**src/rtl/fifo_pkg.sv**
```systemverilog
// Shared widths, default parameters and parameter sanity check for the sync_fifo slice.
package fifo_pkg;

  localparam int unsigned DEF_DATA_WIDTH = 8;
  localparam int unsigned DEF_DEPTH      = 8;
  localparam int unsigned DEF_AF_LEVEL   = 6;
  localparam int unsigned DEF_AE_LEVEL   = 2;

  function automatic int unsigned ptr_w(input int unsigned depth);
    return $unsigned($clog2(depth));
  endfunction

  // One extra bit so the count can represent DEPTH itself.
  function automatic int unsigned cnt_w(input int unsigned depth);
    return $unsigned($clog2(depth)) + 32'd1;
  endfunction

  function automatic bit params_ok(input int unsigned depth,
                                   input int unsigned af_level,
                                   input int unsigned ae_level);
    return (depth >= 32'd2) && ((depth & (depth - 32'd1)) == 32'd0) &&
           (af_level >= 32'd1) && (af_level <= depth) &&
           (ae_level <= depth - 32'd1);
  endfunction

endpackage

```
**src/rtl/fifo_mem.sv**
```systemverilog
// DEPTH x DATA_WIDTH storage: synchronous write port, synchronous read port with enable.
module fifo_mem
  import fifo_pkg::*;
#(
  parameter int unsigned DATA_WIDTH = DEF_DATA_WIDTH,
  parameter int unsigned DEPTH      = DEF_DEPTH
) (
  input  logic                      clk,
  input  logic                      reset,
  input  logic                      we,
  input  logic [ptr_w(DEPTH)-1:0]   waddr,
  input  logic [DATA_WIDTH-1:0]     wdata,
  input  logic                      re,
  input  logic [ptr_w(DEPTH)-1:0]   raddr,
  output logic [DATA_WIDTH-1:0]     rdata
);

  logic [DATA_WIDTH-1:0] mem [DEPTH];

  // Array is intentionally not reset; every slot is written before it is read.
  always_ff @(posedge clk) begin
    if (we) begin
      mem[waddr] <= wdata;
    end
  end

  always_ff @(posedge clk) begin
    if (reset) begin
      rdata <= '0;
    end else if (re) begin
      rdata <= mem[raddr];
    end
  end

endmodule

```
**src/rtl/sync_fifo.sv**
```systemverilog
// Single-clock circular-buffer FIFO with count and almost-full/empty thresholds.
// Optional sticky overflow/underflow flags are enabled by defining FIFO_ERR_FLAGS_EN.
module sync_fifo
  import fifo_pkg::*;
#(
  parameter int unsigned DATA_WIDTH = DEF_DATA_WIDTH,
  parameter int unsigned DEPTH      = DEF_DEPTH,
  parameter int unsigned AF_LEVEL   = DEF_AF_LEVEL,
  parameter int unsigned AE_LEVEL   = DEF_AE_LEVEL
) (
  input  logic                      clk,
  input  logic                      reset,
  input  logic [DATA_WIDTH-1:0]     din,
  input  logic                      wr,
  input  logic                      rd,
  output logic [DATA_WIDTH-1:0]     dout,
  output logic                      full,
  output logic                      empty,
  output logic                      almost_full,
  output logic                      almost_empty,
`ifdef FIFO_ERR_FLAGS_EN
  output logic                      overflow,
  output logic                      underflow,
`endif
  output logic [cnt_w(DEPTH)-1:0]   count
);

  localparam int unsigned PTR_W = ptr_w(DEPTH);
  localparam int unsigned CNT_W = cnt_w(DEPTH);

  if (!params_ok(DEPTH, AF_LEVEL, AE_LEVEL)) begin : g_bad_params
    $error("sync_fifo: DEPTH must be a power of two >= 2 and AF/AE levels in range");
  end

  logic [PTR_W-1:0] wr_ptr;
  logic [PTR_W-1:0] rd_ptr;
  logic             wr_acc;
  logic             rd_acc;

  // Acceptance looks only at pre-edge occupancy, so wr/rd never bypass each other.
  assign wr_acc = wr && !full;
  assign rd_acc = rd && !empty;

  always_ff @(posedge clk) begin
    if (reset) begin
      wr_ptr <= '0;
      rd_ptr <= '0;
      count  <= '0;
    end else begin
      if (wr_acc) begin
        wr_ptr <= wr_ptr + PTR_W'(1);
      end
      if (rd_acc) begin
        rd_ptr <= rd_ptr + PTR_W'(1);
      end
      count <= count + CNT_W'(wr_acc) - CNT_W'(rd_acc);
    end
  end

  assign full         = (count == CNT_W'(DEPTH));
  assign empty        = (count == '0);
  assign almost_full  = (count >= CNT_W'(AF_LEVEL));
  assign almost_empty = (count <= CNT_W'(AE_LEVEL));

`ifdef FIFO_ERR_FLAGS_EN
  // Sticky until reset; set on any request that the current state forces us to drop.
  always_ff @(posedge clk) begin
    if (reset) begin
      overflow  <= 1'b0;
      underflow <= 1'b0;
    end else begin
      if (wr && full) begin
        overflow <= 1'b1;
      end
      if (rd && empty) begin
        underflow <= 1'b1;
      end
    end
  end
`endif

  fifo_mem #(
    .DATA_WIDTH (DATA_WIDTH),
    .DEPTH      (DEPTH)
  ) u_mem (
    .clk   (clk),
    .reset (reset),
    .we    (wr_acc),
    .waddr (wr_ptr),
    .wdata (din),
    .re    (rd_acc),
    .raddr (rd_ptr),
    .rdata (dout)
  );

endmodule

```
**config.mk**
```make
export PLATFORM = sky130hd
export DESIGN_NAME = sync_fifo
export DESIGN_NICKNAME = d
export VERILOG_FILES = /design/src/rtl/fifo_pkg.sv /design/src/rtl/fifo_mem.sv /design/src/rtl/sync_fifo.sv
export SDC_FILE = /design/constraint.sdc
export NUM_CORES = 1
export LEC_CHECK = 0
export ABC_AREA = 1
export ABC_CLOCK_PERIOD_IN_PS = 4350
export BUFFER_PORTS_ARGS = -buffer_cell sky130_fd_sc_hd__buf_2
export CAP_MARGIN = 10
export CORE_MARGIN = 2
export CORE_UTILIZATION = 24
export DETAILED_ROUTE_END_ITERATION = 6
export GPL_TIMING_DRIVEN = 1
export PLACE_DENSITY = 0.37
export SYNTH_ARGS = -nofsm -noshare
export SYNTH_HDL_FRONTEND = slang
export SYNTH_SLANG_ARGS = --single-unit
```
**constraint.sdc**
```tcl
create_clock -name clk -period 4.35 [get_ports clk]
set_input_delay 0.2175 -clock clk [delete_from_list [all_inputs] [get_ports clk]]
set_output_delay 0.2175 -clock clk [all_outputs]
set_load 0.02 [all_outputs]
```
==> impl_metrics.ini, run 1 <==
[status]
outcome = completed

[clocking]
post_cts.repair.setup_buffers = 0
numCtsBuffers = 9
clock_latency_ps = 340
post_cts_hold_buffer_count = 0
cts-root-to-sink-buffers = 2
cts_tree = built
htree_num_levels = 3
cts-resized-gates = 0
clk_pin_slew_ps = 60
clock_sinks = 82
cts_root_buf = sky130_fd_sc_hd__clkbuf_16

[route]
routedWlPerCell_um = 14.9
drt-initial-drc-count = 181
drc = 0
drt.antenna.violating_nets = 0
vias_per_cell = 4.09
route.final.wire_length_um = 8610
vias = 2367
drt_first_pass_iters = 5

[setup_path]
family_with_the_most_delay_on_the_worst_path = adder cells
startpoint = count[3]$_SDFF_PP0_
crit_required_ps = 4570
critPathSlowestCell = sky130_fd_sc_hd__fa_1
critical_path_arrival_ps = 2780
worstSetupPathDepth = 11
regToRegStartpoint = count[3]$_SDFF_PP0_
timing.critical_path.to_type = register
critical_path_peak_fanout = 14
worstRegToRegCells = 11
worst_setup_path_endpoint = count[2]$_SDFF_PP0_
critPathMaxStageDelay_ps = 390
cpMostUsedCell = sky130_fd_sc_hd__ha_1
crit_start_category = register
path_class = register to register
cp.buffers_inverters = 3
worst_r2r_endpoint = count[2]$_SDFF_PP0_
reg2reg_setup_slack_ps = 1790
path_cells = inv_1 -> ha_1 -> nand3_1 -> nand2_1 -> inv_2 -> ha_1 -> inv_1 -> ha_1 -> fa_1 -> xnor2_1 -> nor2_1

[synth]
syn_area_cell_um2 = 9.89
synth.net_count = 389
synth_seq_area_share = 0.630
yosysWarnings = 0
netlist-cell-type-count = 21
number_of_synthesized_register_bits = 82
post_synthesis_cell_area_um2 = 3620
synthCells = 366

[timing]
finalCriticalPeriod_ps = 2560
setup_slack_ps = 1790
finalHoldViolations = 0
timing.clock.skew_ps = 6.63
holdWs_ps = 158
max_freq_mhz = 391
grt_setup_unrepaired = false
report.final.slew_viol_count = 0
worstMarginPinSlew_ps = 1050
timing.setup.tns_ps = 0
final.period_utilization = 0.588
setup_viol = 0
slew_headroom = 0.297

[placement]
place_congestion = 0.712
port_buffers = 27
hpwl_um = 5420
detailedPlace.worstSlack_ps = 1760
placed_cells_incl_taps = 564
postPlaceCellArea_um2 = 3880

[global_route]
largest_net_degree_at_the_start_of_global_routing = 35
grt_first_pass_wirelength_um = 13600
global_route.usage.total = 0.116
grt-ovfl-total = 0
first_global_vias = 2347
antenna_found_initial = 0

[power]
netSwitchingFraction = 0.343
share_clk_of_total_power = 0.309
power_mw = 2.41
switching_power_uw = 826
power_density_nw_per_um2 = 578
intPower_mw = 1.58
power_frac_seq = 0.429
ir_worst_vdd_v = 0.000200
combinationalPowerShare = 0.262
cellLeakagePower_nw = 1.78

[final_layout]
post_layout_nonfiller_instances = 579
synthToLayoutAreaGrowth_pct = 15.1
finish.instance_area_um2 = 4170
count_of_inserted_antenna_diode_cells = 0
fillCellCount = 1567
area.sequential_um2 = 2280
final_nets = 414
area_taken_by_multi_input_logic_gates_um2 = 963
final_core_util = 0.284
post_route_cells_drive_above_1_share = 0.116

[floorplan]
die-width_um = 127
die_ht_um = 127
top_level_ports = 28
design.die.area_um2 = 16100
rows = 44
starting_density_of_the_core = 0.247
core-area_um2 = 14600

[hold_path]
min_path_type = input pin to register

[flow_run]
cap_viol_max_count = 0
[state kept, by name, indices dropped and copies added, names as in the netlist]
signal	cells
count	4
u_mem.rdata	8
wr_ptr	3
u_mem.mem	64
rd_ptr	3
[power groups by stage]
stage	logic, mW	clock network [mW]	registers, mW
final	0.631	0.743	1.03
after global routing	0.728	0.799	1.05
after global placement	0.645	0	1.05
after floorplan	0.485	0	1.03
after detailed placement	0.644	0	1.05
after CTS	0.645	0.768	1.04
[cell type report]
cell class	instances	share of cell area
well taps	184	0.0553
clock buffers	10	0.0550
multi-input cells	201	0.231
inverters	70	0.0643
repair buffers	27	0.0324
flip-flops and latches	82	0.548
clock inverters	5	0.0135
[cell usage after synthesis]
library cell,instances,area share
sky130_fd_sc_hd__buf_6,6,0.019
sky130_fd_sc_hd__dfxtp_1,18,0.10
sky130_fd_sc_hd__buf_2,4,0.0055
sky130_fd_sc_hd__clkinv_1,1,0.0010
sky130_fd_sc_hd__nand3_1,52,0.072
sky130_fd_sc_hd__and3_1,1,0.0017
sky130_fd_sc_hd__xnor2_1,1,0.0024
sky130_fd_sc_hd__inv_1,65,0.067
sky130_fd_sc_hd__ha_1,10,0.035
sky130_fd_sc_hd__inv_2,3,0.0031
sky130_fd_sc_hd__clkbuf_1,1,0.0010
sky130_fd_sc_hd__a21oi_1,14,0.019
sky130_fd_sc_hd__a32o_1,1,0.0028
sky130_fd_sc_hd__buf_4,2,0.0041
sky130_fd_sc_hd__nor2_1,15,0.016
sky130_fd_sc_hd__edfxtp_1,64,0.53
sky130_fd_sc_hd__inv_6,1,0.0024
sky130_fd_sc_hd__nor3_1,1,0.0014
sky130_fd_sc_hd__nand2_1,99,0.10
sky130_fd_sc_hd__fa_1,1,0.0055
sky130_fd_sc_hd__o21ai_0,6,0.0083
[cell families after synthesis]
group	count (synthesis)	share of synthesized area
buffers and inverters	83	0.103
and+or+nand+nor	168	0.193
xor gates and xnor gates	1	0.00242
DFF	82	0.630
adders and majority gates	11	0.0401
AOI/OAI and AO/OA	21	0.0304
[layout by cell type, fill, tap and decap left out]
master                       Yosys  routed
sky130_fd_sc_hd__xnor2_1         1       1
sky130_fd_sc_hd__clkinvlp_2      0       1
sky130_fd_sc_hd__ha_1           10      10
sky130_fd_sc_hd__clkbuf_16       0       9
sky130_fd_sc_hd__clkinv_4        0       1
sky130_fd_sc_hd__inv_1          65      65
sky130_fd_sc_hd__a21oi_1        14      14
sky130_fd_sc_hd__clkinv_2        0       1
sky130_fd_sc_hd__fa_1            1       1
sky130_fd_sc_hd__buf_2           4      27
sky130_fd_sc_hd__a32o_1          1       1
sky130_fd_sc_hd__o21ai_0         6       6
sky130_fd_sc_hd__clkinvlp_4      0       1
sky130_fd_sc_hd__bufinv_16       0       1
sky130_fd_sc_hd__nand3_1        52      52
sky130_fd_sc_hd__nor2_1         15      15
sky130_fd_sc_hd__and3_1          1       1
sky130_fd_sc_hd__dfxtp_2         0       1
sky130_fd_sc_hd__nor3_1          1       1
sky130_fd_sc_hd__edfxtp_1       64      64
sky130_fd_sc_hd__inv_2           3       3
sky130_fd_sc_hd__clkbuf_1        1       1
sky130_fd_sc_hd__clkinv_1        1       1
sky130_fd_sc_hd__dfxtp_1        18      17
sky130_fd_sc_hd__inv_6           1       1
sky130_fd_sc_hd__nand2_1        99      99
[metal layers]
layer / wire [um] / track usage
met3: 278 / 0.0380
met5: 0 / 0
met1: 4240 / 0.153
met4: 65 / 0.0330
met2: 4030 / 0.181
[worst min path at each step]
stage / start / slack [ps] / depth (start not counted) / endpoint
6_report: din[7] / 160 / 1 / u_mem.mem[6][7]$_DFFE_PP_
5_1_grt: din[7] / 160 / 1 / u_mem.mem[3][7]$_DFFE_PP_
4_1_cts: din[7] / 150 / 1 / u_mem.mem[2][7]$_DFFE_PP_
3_5_place_dp: u_mem.rdata[2]$_SDFFE_PP0P_ / 460 / 2 / u_mem.rdata[2]$_SDFFE_PP0P_
3_3_place_gp: u_mem.rdata[6]$_SDFFE_PP0P_ / 460 / 2 / u_mem.rdata[6]$_SDFFE_PP0P_
2_1_floorplan: reset / 290 / 1 / u_mem.rdata[5]$_SDFFE_PP0P_
Power figures use the tool's default switching activity.
==> inputs of run 2 (changes only) <==
- ABC_CLOCK_PERIOD_IN_PS: 4350 -> 2400
- clock period: 4.35 -> 2.4 ns (I/O delays scaled with it)
==> run 2 against run 1 <==
Flip-flop and latch count stayed put. Count of clock-buffer cells in the layout grew 1. Register-to-register slack worse by 1600 ps. Critical path depth fell by 1. First-iteration DRC count shrank 8.3%. Clock skew is 0.61 ps lower.
==> impl_metrics.ini, run 2 (same netlist as run 1, synthesis figures left out) <==
[floorplan]
core-area_um2 = 14600
design.die.area_um2 = 16100
die_ht_um = 127
rows = 44
starting_density_of_the_core = 0.247
die-width_um = 127
top_level_ports = 28

[route]
vias = 2453
drc = 0
drt.antenna.violating_nets = 0
route.final.wire_length_um = 8940
vias_per_cell = 4.12
drt-initial-drc-count = 166
routedWlPerCell_um = 15.0
drt_first_pass_iters = 4

[final_layout]
biggestRegsByFlops = u_mem.mem: 64 flops, u_mem.rdata: 8 flops, count: 4 flops
post_route_cells_drive_above_1_share = 0.141
fillCellCount = 1557
post_layout_nonfiller_instances = 595
final_core_util = 0.290
final_common_cell = sky130_fd_sc_hd__nand2_1
layout.cells.most_common_list = sky130_fd_sc_hd__nand2_1 (99), sky130_fd_sc_hd__inv_1 (65), sky130_fd_sc_hd__edfxtp_1 (64)
area.sequential_um2 = 2280
finish.instance_area_um2 = 4250
final_nets = 428
regMostFlops = u_mem.mem
area_taken_by_multi_input_logic_gates_um2 = 963
synthToLayoutAreaGrowth_pct = 17.4
max_ffs_per_register = 64

[setup_path]
timing.critical_path.to_type = register
path_class = register to register
critPathMaxStageDelay_ps = 390
cp.buffers_inverters = 2
path_cells = inv_1 -> ha_1 -> nand3_1 -> nand2_1 -> ha_1 -> inv_1 -> ha_1 -> fa_1 -> xnor2_1 -> nor2_1
cpMostUsedCell = sky130_fd_sc_hd__ha_1
crit_start_category = register
family_with_the_most_delay_on_the_worst_path = adder cells
critical_path_peak_fanout = 7
critPathSlowestCell = sky130_fd_sc_hd__fa_1
critical_path_arrival_ps = 2430
crit_required_ps = 2620

[global_route]
first_global_vias = 2418
grt-ovfl-total = 0
largest_net_degree_at_the_start_of_global_routing = 35
grt_first_pass_wirelength_um = 14100
antenna_found_initial = 1
global_route.usage.total = 0.119

[timing]
timing.setup.tns_ps = 0
finalCriticalPeriod_ps = 2210
final.period_utilization = 0.921
grt_setup_unrepaired = false
worstMarginPinSlew_ps = 368
slew_headroom = 0.753
timing.clock.skew_ps = 6.03
finalHoldViolations = 0
setup_viol = 0
report.final.slew_viol_count = 0
max_freq_mhz = 452

[clocking]
post_cts_hold_buffer_count = 0
cts-root-to-sink-buffers = 2
htree_num_levels = 3
post_cts.repair.setup_buffers = 0
clk_pin_slew_ps = 60
cts-resized-gates = 0
cts_root_buf = sky130_fd_sc_hd__clkbuf_16
numCtsBuffers = 9
cts_tree = built
clock_sinks = 82
clock_latency_ps = 340

[placement]
hpwl_um = 5580
placed_cells_incl_taps = 578
postPlaceCellArea_um2 = 3980
place_congestion = 0.745
port_buffers = 27

[hold_path]
min_path_type = input pin to register

[power]
ir_worst_vdd_v = 0.000333
power_density_nw_per_um2 = 1020
cellLeakagePower_nw = 1.85

[status]
outcome = completed

[flow_run]
cap_viol_max_count = 0
-- run 2: worst paths after layout --
| path | startpoint | end | slack [ps] | cells after the start |
|---|---|---|---|---|
| worst min-delay path | din[7] | u_mem.mem[6][7]$_DFFE_PP_ | 60 | 1 |
| worst max-delay path | count[2]$_SDFF_PP0_ | count[2]$_SDFF_PP0_ | 190 | 10 |
| worst min register to register | u_mem.rdata[7]$_SDFFE_PP0P_ | u_mem.rdata[7]$_SDFFE_PP0P_ | 460 | 2 |
| worst max register to register | count[2]$_SDFF_PP0_ | count[2]$_SDFF_PP0_ | 190 | 10 |
-- run 2: per-stage QoR --
stage	worst slack, ps	hold WS (ps)	power (mW)
6_report	188	56.2	4.33
5_1_grt	5.96	47.9	4.64
3_5_place_dp	177	404	3.15
2_1_floorplan	219	189	2.74
3_3_place_gp	265	401	3.14
4_1_cts	166	48.3	4.40
-- run 2: metal layers --
layer	wire, um	global-route usage	vias up
met1	4240	0.153	1139
li1	-	-	1258
met5	0	0	-
met4	83	0.0343	0
met2	4180	0.189	47
met3	427	0.0426	9
-- run 2: power breakdown --
part / switching (mW) / internal [mW]
Clock: 0.535 / 0.696
Sequential: 0.0700 / 1.69
Combinational: 0.908 / 0.428
-- run 2: area by class of cell --
type                            count  share of cell area
Clock buffer                       11              0.0548
Antenna cell                        1            0.000589
Timing Repair Buffer               41              0.0565
Tap cell                          184              0.0542
Inverter                           70              0.0630
Multi-Input combinational cell    201               0.227
Sequential cell                    82               0.537
Clock inverter                      5             0.00736
